`src/rtl/mem_port_arbiter.sv`:
```
`default_nettype none
// ============================================================================
// Module      : mem_port_arbiter
// Description : Shares one 32-bit memory port between the instruction-fetch
//               requester (IF) and the load/store requester (D). Each access
//               runs grant -> bus phase -> ack. D wins simultaneous requests
//               until it has taken STARVE_LIM grants in a row while IF was
//               waiting; the next grant then goes to IF. A bus phase that sees
//               no mem_ready for MAX_WAIT cycles is aborted with rdata = 0 and
//               a timeout_err pulse.
// Ports       : clk, rst_n            clock, async active-low reset
//               if_req/if_addr        IF read request (held until if_ack)
//               if_ack/if_rdata       IF completion pulse and read data
//               d_req/d_we/d_be/
//               d_addr/d_wdata        D request (held until d_ack)
//               d_ack/d_rdata         D completion pulse and read data
//               mem_req/mem_we/mem_be/
//               mem_addr/mem_wdata    memory port strobe and fields
//               mem_rdata/mem_ready   memory read data and completion
//               sel                   port mux select, 0 = IF, 1 = D
//               timeout_err           pulse when an access is aborted
// Revision    : 1.0 - initial release
// ============================================================================
module mem_port_arbiter #(
    parameter int STARVE_LIM = 4,
    parameter int MAX_WAIT   = 15,
    parameter int CNT_W      = 4
) (
    input  logic        clk,
    input  logic        rst_n,
    input  logic        if_req,
    input  logic [31:0] if_addr,
    output logic        if_ack,
    output logic [31:0] if_rdata,
    input  logic        d_req,
    input  logic        d_we,
    input  logic [3:0]  d_be,
    input  logic [31:0] d_addr,
    input  logic [31:0] d_wdata,
    output logic        d_ack,
    output logic [31:0] d_rdata,
    output logic        mem_req,
    output logic        mem_we,
    output logic [3:0]  mem_be,
    output logic [31:0] mem_addr,
    output logic [31:0] mem_wdata,
    input  logic [31:0] mem_rdata,
    input  logic        mem_ready,
    output logic        sel,
    output logic        timeout_err
);

    localparam logic [1:0] c_IDLE = 2'd0;
    localparam logic [1:0] c_BUS  = 2'd1;
    localparam logic [1:0] c_ACK  = 2'd2;

    localparam logic [CNT_W-1:0] c_STARVE_LIM = CNT_W'(STARVE_LIM);
    localparam logic [CNT_W-1:0] c_WAIT_LAST  = CNT_W'(MAX_WAIT - 1);
    localparam logic [CNT_W-1:0] c_CNT_MAX    = {CNT_W{1'b1}};
    localparam logic [CNT_W-1:0] c_CNT_ONE    = CNT_W'(1);

    logic [1:0]       r_state;
    logic [CNT_W-1:0] r_starve_cnt;
    logic [CNT_W-1:0] r_wait_cnt;
    logic             r_mem_req;
    logic             r_mem_we;
    logic [3:0]       r_mem_be;
    logic [31:0]      r_mem_addr;
    logic [31:0]      r_mem_wdata;
    logic             r_sel;
    logic             r_if_ack;
    logic             r_d_ack;
    logic [31:0]      r_if_rdata;
    logic [31:0]      r_d_rdata;
    logic             r_timeout_err;

    logic             w_grant_d;
    logic             w_grant_if;
    logic             w_contended;

    // D wins unless IF is also waiting and D has used up its run of grants.
    assign w_contended = if_req && d_req;
    assign w_grant_d   = d_req && (!if_req || (r_starve_cnt < c_STARVE_LIM));
    assign w_grant_if  = if_req && !w_grant_d;

    always_ff @(posedge clk or negedge rst_n) begin
        if (!rst_n) begin
            r_state       <= c_IDLE;
            r_starve_cnt  <= '0;
            r_wait_cnt    <= '0;
            r_mem_req     <= 1'b0;
            r_mem_we      <= 1'b0;
            r_mem_be      <= 4'h0;
            r_mem_addr    <= 32'h0;
            r_mem_wdata   <= 32'h0;
            r_sel         <= 1'b0;
            r_if_ack      <= 1'b0;
            r_d_ack       <= 1'b0;
            r_if_rdata    <= 32'h0;
            r_d_rdata     <= 32'h0;
            r_timeout_err <= 1'b0;
        end else begin
            // Acks and the error flag are single-cycle pulses.
            r_if_ack      <= 1'b0;
            r_d_ack       <= 1'b0;
            r_timeout_err <= 1'b0;

            case (r_state)
                c_IDLE: begin
                    r_mem_req <= 1'b0;
                    if (w_grant_d) begin
                        r_sel       <= 1'b1;
                        r_mem_we    <= d_we;
                        r_mem_be    <= d_be;
                        r_mem_addr  <= d_addr;
                        r_mem_wdata <= d_wdata;
                        r_mem_req   <= 1'b1;
                        r_wait_cnt  <= '0;
                        r_state     <= c_BUS;
                        // Only grants taken over a waiting IF count toward starvation.
                        if (w_contended && (r_starve_cnt != c_CNT_MAX)) begin
                            r_starve_cnt <= r_starve_cnt + c_CNT_ONE;
                        end
                    end else if (w_grant_if) begin
                        r_sel        <= 1'b0;
                        r_mem_we     <= 1'b0;
                        r_mem_be     <= 4'hF;
                        r_mem_addr   <= if_addr;
                        r_mem_wdata  <= 32'h0;
                        r_mem_req    <= 1'b1;
                        r_wait_cnt   <= '0;
                        r_starve_cnt <= '0;
                        r_state      <= c_BUS;
                    end
                end

                c_BUS: begin
                    if (mem_ready) begin
                        if (r_sel) begin
                            r_d_rdata <= mem_rdata;
                            r_d_ack   <= 1'b1;
                        end else begin
                            r_if_rdata <= mem_rdata;
                            r_if_ack   <= 1'b1;
                        end
                        r_mem_req <= 1'b0;
                        r_state   <= c_ACK;
                    end else if (r_wait_cnt == c_WAIT_LAST) begin
                        // Abort: complete the access with zero data and flag it.
                        if (r_sel) begin
                            r_d_rdata <= 32'h0;
                            r_d_ack   <= 1'b1;
                        end else begin
                            r_if_rdata <= 32'h0;
                            r_if_ack   <= 1'b1;
                        end
                        r_timeout_err <= 1'b1;
                        r_mem_req     <= 1'b0;
                        r_state       <= c_ACK;
                    end else if (r_wait_cnt != c_CNT_MAX) begin
                        r_wait_cnt <= r_wait_cnt + c_CNT_ONE;
                    end
                end

                c_ACK: begin
                    // Requests are not looked at here; the requester drops req this edge.
                    r_mem_req <= 1'b0;
                    r_state   <= c_IDLE;
                end

                default: begin
                    r_mem_req <= 1'b0;
                    r_state   <= c_IDLE;
                end
            endcase
        end
    end

    assign mem_req     = r_mem_req;
    assign mem_we      = r_mem_we;
    assign mem_be      = r_mem_be;
    assign mem_addr    = r_mem_addr;
    assign mem_wdata   = r_mem_wdata;
    assign sel         = r_sel;
    assign if_ack      = r_if_ack;
    assign d_ack       = r_d_ack;
    assign if_rdata    = r_if_rdata;
    assign d_rdata     = r_d_rdata;
    assign timeout_err = r_timeout_err;

endmodule
`default_nettype wire

```
`config.mk`:
```
export PLATFORM = sky130hd
export DESIGN_NAME = mem_port_arbiter
export DESIGN_NICKNAME = d
export VERILOG_FILES = /design/src/rtl/mem_port_arbiter.sv
export SDC_FILE = /design/constraint.sdc
export NUM_CORES = 1
export LEC_CHECK = 0
export ABC_AREA = 1
export ABC_CLOCK_PERIOD_IN_PS = 3900
export BUFFER_PORTS_ARGS = -buffer_cell sky130_fd_sc_hd__buf_2
export CORE_MARGIN = 3
export CORE_UTILIZATION = 51
export DETAILED_ROUTE_END_ITERATION = 10
export GPL_ROUTABILITY_DRIVEN = 1
export MAX_ROUTING_LAYER = met4
export PLACE_DENSITY = 0.85
export SKIP_CTS_REPAIR_TIMING = 1
export SYNTH_ARGS = -nofsm -noshare
export SYNTH_HDL_FRONTEND = slang
export SYNTH_SLANG_ARGS = --single-unit
```
`constraint.sdc`:
```
create_clock -name clk -period 3.9 [get_ports clk]
set_input_delay 0.78 -clock clk [delete_from_list [all_inputs] [get_ports clk]]
set_output_delay 0.78 -clock clk [all_outputs]
set_load 0.1 [all_outputs]
```
==> summary.md <==
| Metric | Value |
|---|---|
| Outcome | finished clean |
| Seq/Total Area, Yosys | 0.579 |
| Topmost layer with routed signal wires | met4 |
| HP Class | in -> async |
| Max Cap Violations | 0 |
| GR Overflow Total | 0 |
| CP Launch Type | register |
| Reg2reg end | mem_be[3]$_DFFE_PN0P_ |
| CP arrival | 2.85 ns |
| Slew at the pin with the worst max-slew slack | roughly 0.89 ns |
| GRT Util Overall | 0.247 |
| Wire length per cell | 14.1 µm |
| Die H | 118 µm |
| Largest net degree at the start of global routing | 79 |
| CP Capture Type | register |
| RSZ-0062 raised after global routing | no |
| Layout area overhead | 30.9% |
| Cts bufs inserted | 17 |
| Area leader, netlist | dfrtp_1 |
| Routed Antenna Nets | 0 |
| Crit Path Max Fanout | 37 |
| Worst endpoint required time | 4.21 ns |
| Slew margin rel. | 0.406 |
| Syn Area/Cell | roughly 8.7 µm² |
| Cell Rows | 40 |
| Die Span X | 118 µm |
| I/O pin cnt | 276 |
| Initial antenna violation count | 0 |
| Vias per cell | just under 5 |
| Final Hold Vio Count | 0 |
| Clock Skews | 0.00688 ns |
| RePlAce Congestion | 0.838 |
| Core ar. | 0.0122 mm² |
| First-pass DRT Iterations | 5 |
| Fmax | about 400 MHz |
| CTS tree | built |
| Setup TNS | 0 ns |
| CTS max path bufs | 2 |
| Vias | 5,807 |
| Crit Path Class | reg -> reg |
| Met3 wire length | 1.33 mm |
| Synth Cell Area | 0.00640 mm² |
| R2R Setup Slk | around 1.4 ns |
| First-pass GRT wire length | 27.0 mm |
| Final net count | 1,134 |
| CTS root buf | clkbuf_16 |
| DR WL met2 | roughly 8 mm |
| Reg2reg start | r_starve_cnt[2]$_DFFE_PN0P_ |
| Post-layout util | 0.689 |
| Skew-Pair Late Insertion Delay | 0.41 ns |
| Layout cells sized above 1 | 0.321 |
| Initial Util | 0.526 |
| Vias in the first global route | roughly 5.5k |
| DRT iter0 DRCs | 502 |
| Endpoints failing setup | 0 |
| Met1 wire length | 6.82 mm |
| Synthesized instance count | 735 |
| Synth cell types | 24 |
| Post-synthesis register bit count | approximately 150 |
| CTS H-tree depth | 4 |
| Tcrit/Tclk final | 0.653 |
| DRC viols | 0 |
| Largest cells by area after synthesis | dfrtp_1 (58%), nand2_1 (19%), o21ai_0 (3.9%) |
| Synth warn | 0 |
| Synth top area share | 0.579 |
| Synthesized Nets | 876 |
| FF-to-FF path depth | 6 |
| N_diodes | 0 |
| PortBufs | ~280 |
| TritonCTS Sinks | between 100 and 150 |
| Shortest period the worst path allows | 2.55 ns |
| Fin. max-slew vios | 0 |
| WL final | 16.5 mm |
| Post-DP HPWL | 11.5 mm |
| Clock slew at reported path FFs | about 0.06 ns |
| Die area | around 0.014 mm² |
## cell usage after synthesis (all sizes together)
cell type	number
inv	58
nand3b	32
xor2	1
buf	28
nand3	41
dfrtp	148
nor3	1
clkbuf	13
nor2	7
o21ai	71
or2	5
nand2	327
ha	3
## final cells by class
type	count	area, µm²
fillers	979	3780
flip-flops and latches	148	3700
multi-input cells	488	2200
repair buffers	280	1430
clock buffers	22	454
inverters	58	218
well taps	168	210
clock inverters	10	155
## cell families (layout without fill, tap and decap cells)
kind of cell    count (synthesis)  after routing  share of synthesized area
compound gates                 71             71                     0.0573
xor+xnor                        1              1                    0.00137
fa+ha+maj                       3              3                    0.00587
buf+inv                        99            370                     0.0767
flops                         148            148                      0.579
simple gates                  413            413                      0.280
## state kept, by name, summed over array words and instances (netlist names)
signal,cells
if_rdata,32
mem_be,4
r_starve_cnt,4
r_state,2
mem_wdata,32
if_ack,1
sel,1
mem_we,1
d_rdata,32
timeout_err,1
d_ack,1
mem_req,1
mem_addr,32
r_wait_cnt,4
## metrics by stage
stage / setup WS [ns] / hold slack, ns / cells / instance area (µm²)
3_3_place_gp: 1.15 / 0.457 / 1142 / 7770
5_1_grt: 1.15 / 0.408 / 1174 / 8380
3_5_place_dp: 1.15 / 0.460 / 1142 / 7770
4_1_cts: 1.33 / 0.399 / 1174 / 8380
2_1_floorplan: 2.18 / 0.453 / 735 / 6400
6_report: 1.35 / 0.377 / 1174 / 8380
## placed cells by master, fill, tap and decap left out
cell        instances
nand2_1           324
buf_2             274
dfrtp_1           148
inv_1              57
o21ai_0            50
nand3_1            38
nand3b_1           32
o21ai_1            20
clkbuf_16          17
nor2_1              5
or2_2               5
clkbuf_1            4
bufinv_16           4
clkinv_2            4
buf_4               4
nand3_2             3
ha_1                3
nand2_4             2
clkinvlp_4          2
nor2_4              1
nor3_1              1
nand2_2             1
o21ai_4             1
nor2_8              1
xor2_1              1
inv_2               1
clkbuf_8            1
buf_6               1
buf_12              1
## per-layer routing
layer  up-vias  global-route usage
met3        25              0.0577
met4         0              0.0872
li1       2799                   -
met1      2694               0.314
met5         -                   -
met2       289               0.392
## worst max-delay path by stage
stage / startpoint / to / slack (ns) / cells past startpoint
5_1_grt: r_starve_cnt[2]$_DFFE_PN0P_ / mem_be[3]$_DFFE_PN0P_ / 1.15 / 6
3_3_place_gp: if_req / mem_be[3]$_DFFE_PN0P_ / 1.15 / 8
6_report: r_starve_cnt[2]$_DFFE_PN0P_ / mem_be[3]$_DFFE_PN0P_ / 1.35 / 6
3_5_place_dp: if_req / mem_be[1]$_DFFE_PN0P_ / 1.15 / 8
2_1_floorplan: d_req / mem_addr[25]$_DFFE_PN0P_ / 2.18 / 8
4_1_cts: r_starve_cnt[2]$_DFFE_PN0P_ / mem_be[3]$_DFFE_PN0P_ / 1.33 / 6
## worst max-delay path, cell delays in order (launching register included)
cell and delay [ns]:
dfrtp_1 0.44, o21ai_4 0.74, nand2_4 0.47, nor2_8 0.52, nand2_1 0.11, nand2_1 0.09, inv_1 0.04
Power is left out: the tool's default activity adds up to more than one toggle a clock period on the data nets, which glitch-free logic cannot reach.
